==> config.mk <==
export PLATFORM = sky130hd
export DESIGN_NAME = ahb_lite_slave_controller
export DESIGN_NICKNAME = d
export VERILOG_FILES = /design/src/rtl/ahb_lite_slave_controller.sv
export SDC_FILE = /design/constraint.sdc
export NUM_CORES = 1
export LEC_CHECK = 0
export ABC_AREA = 1
export CORE_ASPECT_RATIO = 0.75
export CORE_MARGIN = 2
export CORE_UTILIZATION = 35
export CTS_BUF_LIST = sky130_fd_sc_hd__clkbuf_8
export DETAILED_ROUTE_END_ITERATION = 7
export MAX_ROUTING_LAYER = met4
export SLEW_MARGIN = 20
export SYNTH_ARGS = -nofsm -noshare
export SYNTH_HDL_FRONTEND = slang
export SYNTH_SLANG_ARGS = --single-unit
==> constraint.sdc <==
create_clock -name HCLK -period 5.54 [get_ports HCLK]
set_input_delay 1.108 -clock HCLK [delete_from_list [all_inputs] [get_ports HCLK]]
set_output_delay 1.108 -clock HCLK [all_outputs]
set_load 0.03 [all_outputs]
==> src/rtl/ahb_lite_slave_controller.sv <==
// ---------------------------------------------------------------------------
// ahb_lite_slave_controller
//   AHB-Lite register front end for the Triple-DES core. The bus master
//   programs control, data and three 64-bit keys. A KEY3 write triggers a
//   one-cycle start pulse to the core, and the core's result is captured into
//   a read-only RESULT register.
//
//   Zero-wait-state, single-cycle slave on a 64-bit data bus. HRESP is
//   always OKAY.
//
//   Register map (word offset = HADDR - BASE_ADDR, full 32-bit compare):
//     0 CTRL   (bit0 = encryptionType, other bits read 0)
//     1 DATA
//     2 KEY1
//     3 KEY2
//     4 KEY3   (a committed write pulses enable on the next cycle)
//     5 RESULT (read-only; loaded from outputData when outputEnable is high)
//   Any other offset drops writes and reads back 0.
//
//   Build option:
//     AHB_HTRANS_CHECK_EN - when defined, an address phase is accepted only if
//                           HTRANS[1] = 1 (NONSEQ/SEQ). IDLE and BUSY are
//                           ignored. When undefined, HTRANS is not looked at.
// ---------------------------------------------------------------------------
module ahb_lite_slave_controller #(
    parameter logic [31:0] BASE_ADDR = 32'hAAAAAAA0
) (
    input  logic        HCLK,
    input  logic        HRESET,
    input  logic        HSEL,
    input  logic        HREADY,
    input  logic        HWRITE,
    input  logic [1:0]  HTRANS,
    input  logic        HMASTLOCK,
    input  logic [2:0]  HBURST,
    input  logic [2:0]  HSIZE,
    input  logic [3:0]  HPROT,
    input  logic [31:0] HADDR,
    input  logic [63:0] HWDATA,
    output logic [63:0] HRDATA,
    output logic        HRESP,
    input  logic        outputEnable,
    input  logic [63:0] outputData,
    output logic        enable,
    output logic        encryptionType,
    output logic [63:0] data,
    output logic [63:0] key1,
    output logic [63:0] key2,
    output logic [63:0] key3
);

    // Decoded register target carried from the address phase into the data phase
    typedef enum logic [2:0] {
        REG_CTRL   = 3'd0,
        REG_DATA   = 3'd1,
        REG_KEY1   = 3'd2,
        REG_KEY2   = 3'd3,
        REG_KEY3   = 3'd4,
        REG_RESULT = 3'd5,
        REG_NONE   = 3'd7
    } reg_sel_e;

    // Full 32-bit decode. Anything outside the six-word window maps to REG_NONE
    function automatic reg_sel_e decode_addr(input logic [31:0] addr);
        logic [31:0] offset_v;
        reg_sel_e    sel_v;
        offset_v = addr - BASE_ADDR;
        case (offset_v)
            32'd0:   sel_v = REG_CTRL;
            32'd1:   sel_v = REG_DATA;
            32'd2:   sel_v = REG_KEY1;
            32'd3:   sel_v = REG_KEY2;
            32'd4:   sel_v = REG_KEY3;
            32'd5:   sel_v = REG_RESULT;
            default: sel_v = REG_NONE;
        endcase
        return sel_v;
    endfunction

    // Pipeline registers (address phase -> data phase)
    logic        valid_r;
    logic        write_r;
    reg_sel_e    sel_r;

    // Programmable state
    logic        ctrl_r;
    logic [63:0] data_r;
    logic [63:0] key1_r;
    logic [63:0] key2_r;
    logic [63:0] key3_r;
    logic [63:0] result_r;
    logic        enable_r;

    // Next-state values
    logic        xfer_req_s;
    logic        wr_commit_s;
    logic        ctrl_nxt_s;
    logic [63:0] data_nxt_s;
    logic [63:0] key1_nxt_s;
    logic [63:0] key2_nxt_s;
    logic [63:0] key3_nxt_s;
    logic [63:0] result_nxt_s;
    logic        enable_nxt_s;
    logic [63:0] rdata_s;

    // Sideband inputs this slave never acts on (the name keeps lint quiet)
    logic        unused_s;
    assign unused_s = ^{HMASTLOCK, HBURST, HSIZE, HPROT, HTRANS};

    // Transfer qualifier for the address phase, optionally gated by HTRANS[1]
    always_comb begin
        xfer_req_s = 1'b0;
`ifdef AHB_HTRANS_CHECK_EN
        if (HSEL && HREADY && HTRANS[1]) begin
            xfer_req_s = 1'b1;
        end else begin
            xfer_req_s = 1'b0;
        end
`else
        if (HSEL && HREADY) begin
            xfer_req_s = 1'b1;
        end else begin
            xfer_req_s = 1'b0;
        end
`endif
    end

    // Address-phase capture: latch target, direction and valid for the next cycle
    always_ff @(posedge HCLK) begin
        if (HRESET) begin
            valid_r <= 1'b0;
            write_r <= 1'b0;
            sel_r   <= REG_NONE;
        end else if (xfer_req_s) begin
            valid_r <= 1'b1;
            write_r <= HWRITE;
            sel_r   <= decode_addr(HADDR);
        end else begin
            valid_r <= 1'b0;
        end
    end

    assign wr_commit_s = valid_r & write_r;

    // Data-phase write decode, core start pulse and result capture
    always_comb begin
        ctrl_nxt_s   = ctrl_r;
        data_nxt_s   = data_r;
        key1_nxt_s   = key1_r;
        key2_nxt_s   = key2_r;
        key3_nxt_s   = key3_r;
        enable_nxt_s = 1'b0;
        if (wr_commit_s) begin
            case (sel_r)
                REG_CTRL: ctrl_nxt_s = HWDATA[0];
                REG_DATA: data_nxt_s = HWDATA;
                REG_KEY1: key1_nxt_s = HWDATA;
                REG_KEY2: key2_nxt_s = HWDATA;
                REG_KEY3: begin
                    key3_nxt_s   = HWDATA;
                    enable_nxt_s = 1'b1;
                end
                // RESULT is read-only; unmapped offsets drop the write
                default: begin
                    ctrl_nxt_s   = ctrl_r;
                    enable_nxt_s = 1'b0;
                end
            endcase
        end else begin
            enable_nxt_s = 1'b0;
        end
        // Core result has priority over anything the bus tries to do to RESULT
        if (outputEnable) begin
            result_nxt_s = outputData;
        end else begin
            result_nxt_s = result_r;
        end
    end

    // Register file and enable pulse state
    always_ff @(posedge HCLK) begin
        if (HRESET) begin
            ctrl_r   <= 1'b0;
            data_r   <= 64'd0;
            key1_r   <= 64'd0;
            key2_r   <= 64'd0;
            key3_r   <= 64'd0;
            result_r <= 64'd0;
            enable_r <= 1'b0;
        end else begin
            ctrl_r   <= ctrl_nxt_s;
            data_r   <= data_nxt_s;
            key1_r   <= key1_nxt_s;
            key2_r   <= key2_nxt_s;
            key3_r   <= key3_nxt_s;
            result_r <= result_nxt_s;
            enable_r <= enable_nxt_s;
        end
    end

    // Read-data mux: driven only while a valid read sits in the data phase
    always_comb begin
        rdata_s = 64'd0;
        if (valid_r && !write_r) begin
            case (sel_r)
                REG_CTRL:   rdata_s = {63'd0, ctrl_r};
                REG_DATA:   rdata_s = data_r;
                REG_KEY1:   rdata_s = key1_r;
                REG_KEY2:   rdata_s = key2_r;
                REG_KEY3:   rdata_s = key3_r;
                REG_RESULT: rdata_s = result_r;
                default:    rdata_s = 64'd0;
            endcase
        end else begin
            rdata_s = 64'd0;
        end
    end

    assign HRDATA         = rdata_s;
    assign HRESP          = 1'b0;
    assign enable         = enable_r;
    assign encryptionType = ctrl_r;
    assign data           = data_r;
    assign key1           = key1_r;
    assign key2           = key2_r;
    assign key3           = key3_r;

endmodule

==> flow_summary.ini <==
[status]
outcome = finished clean

[critical_path]
critPathArrivalTime_ps = 3610
end_kind = primary output
reg2regPathDepth = 8
required_ps = 4430
crit_fanout = 21
criticalPathCategory = reg -> out
r2r_slack_ps = 2080
critPathLaunchType = flop
worstReg2RegStart = sel_r[2]$_SDFFE_PP1P_
r2r-end = data[56]$_SDFFE_PP0P_
crit_end = HRDATA[34]
crit_start = sel_r[2]$_SDFFE_PP1P_

[clock_tree]
clk_pin_slew_ps = 60
numCtsBuffers = 54
clkLatencyLatePin_ps = 610
h-tree-depth = 2
clockBufferDepth = 3
clock_sinks = 327
post_cts_buffers = 0
tritoncts = built
holdBufCountCts = 0
cts_resized = 0
cts_root_buf = clkbuf_8

[yosys]
synth_area_leaders = dfxtp_1, o21ai_0, a21oi_1, inv_1, nor2_1
syn_inst = 2050
netlist_area_sq_mm = 0.0145
synth_most_common_cell = dfxtp_1
synth.avg_cell_area_sq_um = 7.06
ys_types = 28
synth.yosys.seq_area_share_pct = 45.2
yosys.area.top_type = dfxtp_1
synth_edf_count = 0
ys_ff_latch = 327
synth_warnings = 0
synth_top_area_share_pct = 45.2
synthFlopType = dfxtp_1
syn_nets = 2230
synthArstFlopShare_pct = 0
synth_common_cells = dfxtp_1, o21ai_0, inv_1

[route]
avgViaCountPerCell = 5.18
drt_iter0_drc = 1023
ant_nets = 0
drtPass1Iterations = 7
num_vias = 15800
drc_errors = 0
avgRoutedWirePerCell_microns = 20.0
wirelength_mm = 61.0

[floorplan]
die_area_sq_mm = 0.0430
core_sq_mm = 0.0408
initial_core_util_pct = 35.5
die_w_microns = 239
rows = 64
die_h_microns = 180
ioPinCount = 502

[placed_design]
dp.final_hpwl_mm = 41.0
routabilityCongestion = 0.919
io_buffer_count = 487
dpl_worst_slack_ps = 1490

[pwr]
p_switching_mw = 1.30
p_per_area_mw_per_mm2 = 243
p_sw_share_pct = 25.7
p_clk_share_pct = 43.4
irDropWorstVdd_uv = 137
total_power_mw = 5.07
power_frac_seq_pct = 47.3
p_comb_share_pct = 9.2
p_int_mw = 3.77
p_leak_nw = 7.37

[finish]
drive_above_1_share_pct = 5.53
n_fill_cell = 4022
area_growth_pct = 44.1
nets = 2655
multi_input_area_sq_mm = 0.00624
seq_area_sq_mm = 0.00655

[timing]
period_needed_ps = 4710
rsz0062_at_grt = no
final.setup_skew_ps = 27.2
finalSetupViolations = 0
setup_tns_ps = 0
setup_slack_ps = 825
fmax_mhz = 212
worst_pin_slew_ps = 1130
hold_slack_ps = 456
slew-limit-headroom_pct = 24.4
fin_crit_sh_pct = 85.1
finalHoldViolCount = 0
drv_slew = 0

[grt]
grt_pass1_wl_mm = 91.4
grt_usage_pct = 28.2
antenna_found_initial = 7
grt_max_degree = 167
grt_overflow = 0
first_global_vias = 15300

[flow_run]
drv_cap = 0

[min_path]
hold_path_class = reg -> reg
cell families (layout without fill, tap and decap cells):
kind of cell | Yosys count | count (layout) | synth area share [%]
xor+xnor | 3 | 3 | 0.181
fa+ha+maj | 1 | 1 | 0.0864
flops | 327 | 327 | 45.2
buf+inv | 461 | 924 | 12.1
compound gates | 787 | 787 | 29.4
other cells | 1 | 9 | 0.0259
simple gates | 470 | 470 | 13.0
cell type report:
class,instances,share of cell area [%]
sequential,327,31.4
antenna,8,0.0959
inverter,319,5.79
tap,528,3.17
clock buffer,68,4.49
timing repair buffer,511,24.4
clock inverter,26,0.762
multi-input combinational,1262,29.9
routing by layer:
metal	global-route usage, %	wire, microns
met4	9.38	1930
met3	7.89	6170
met1	35.7	26100
met2	43.1	26700
met5	-	0
power groups by stage:
stage               registers, mW  clock network (mW)  logic, mW
floorplan                    2.45                   0      0.225
global placement             2.45                   0      0.459
detailed placement           2.45                   0      0.463
CTS                          2.40                2.25      0.466
global route                 2.40                2.36      0.519
finish                       2.40                2.20      0.469
sequential cells by signal (all words and copies together), names as in the netlist, 3 cells and up:
name and flops:
sel_r 3, key1 64, result_r 64, data 64, key3 64, key2 64
stage by stage:
| stage | instance area [sq um] | cells | util (%) |
|---|---|---|---|
| 4_1_cts | 20800 | 3040 | 51.1 |
| 5_1_grt | 20900 | 3048 | 51.2 |
| 3_3_place_gp | 19700 | 2946 | 48.4 |
| 2_1_floorplan | 14500 | 2050 | - |
| 3_5_place_dp | 19700 | 2946 | 48.4 |
| 6_report | 20900 | 3049 | 51.2 |
critical path, stage by stage (launching register included):
cell and delay [ps]:
dfxtp_1 430, nor2_1 380, nand2_2 530, buf_4 440
o22ai_1 300, a211oi_1 80, nor2_1 120, clkdlybuf4s50_1 720
layout by cell type, fill, tap and decap left out, types with 4 or more instances in the layout:
cell and n:
clkdlybuf4s50_1 487, dfxtp_1 327, o21ai_0 326, inv_1 319, a21oi_1 267, nor2_1 248, nand2_1 146, o22ai_1 126
clkbuf_8 68, a211oi_1 64, nand3_1 52, buf_4 21, inv_2 16, nor2_2 11, diode_2 8, nand2_2 4
clkinv_2 4
worst min path at each step:
stage,from,slack [ps],cells past startpoint,to
4_1_cts,result_r[16]$_SDFFE_PP0P_,460,2,result_r[16]$_SDFFE_PP0P_
6_report,result_r[16]$_SDFFE_PP0P_,460,2,result_r[16]$_SDFFE_PP0P_
5_1_grt,result_r[3]$_SDFFE_PP0P_,480,2,result_r[3]$_SDFFE_PP0P_
2_1_floorplan,result_r[63]$_SDFFE_PP0P_,430,2,result_r[63]$_SDFFE_PP0P_
3_5_place_dp,result_r[16]$_SDFFE_PP0P_,450,2,result_r[16]$_SDFFE_PP0P_
3_3_place_gp,result_r[48]$_SDFFE_PP0P_,440,2,result_r[48]$_SDFFE_PP0P_
Power figures use the tool's default switching activity.
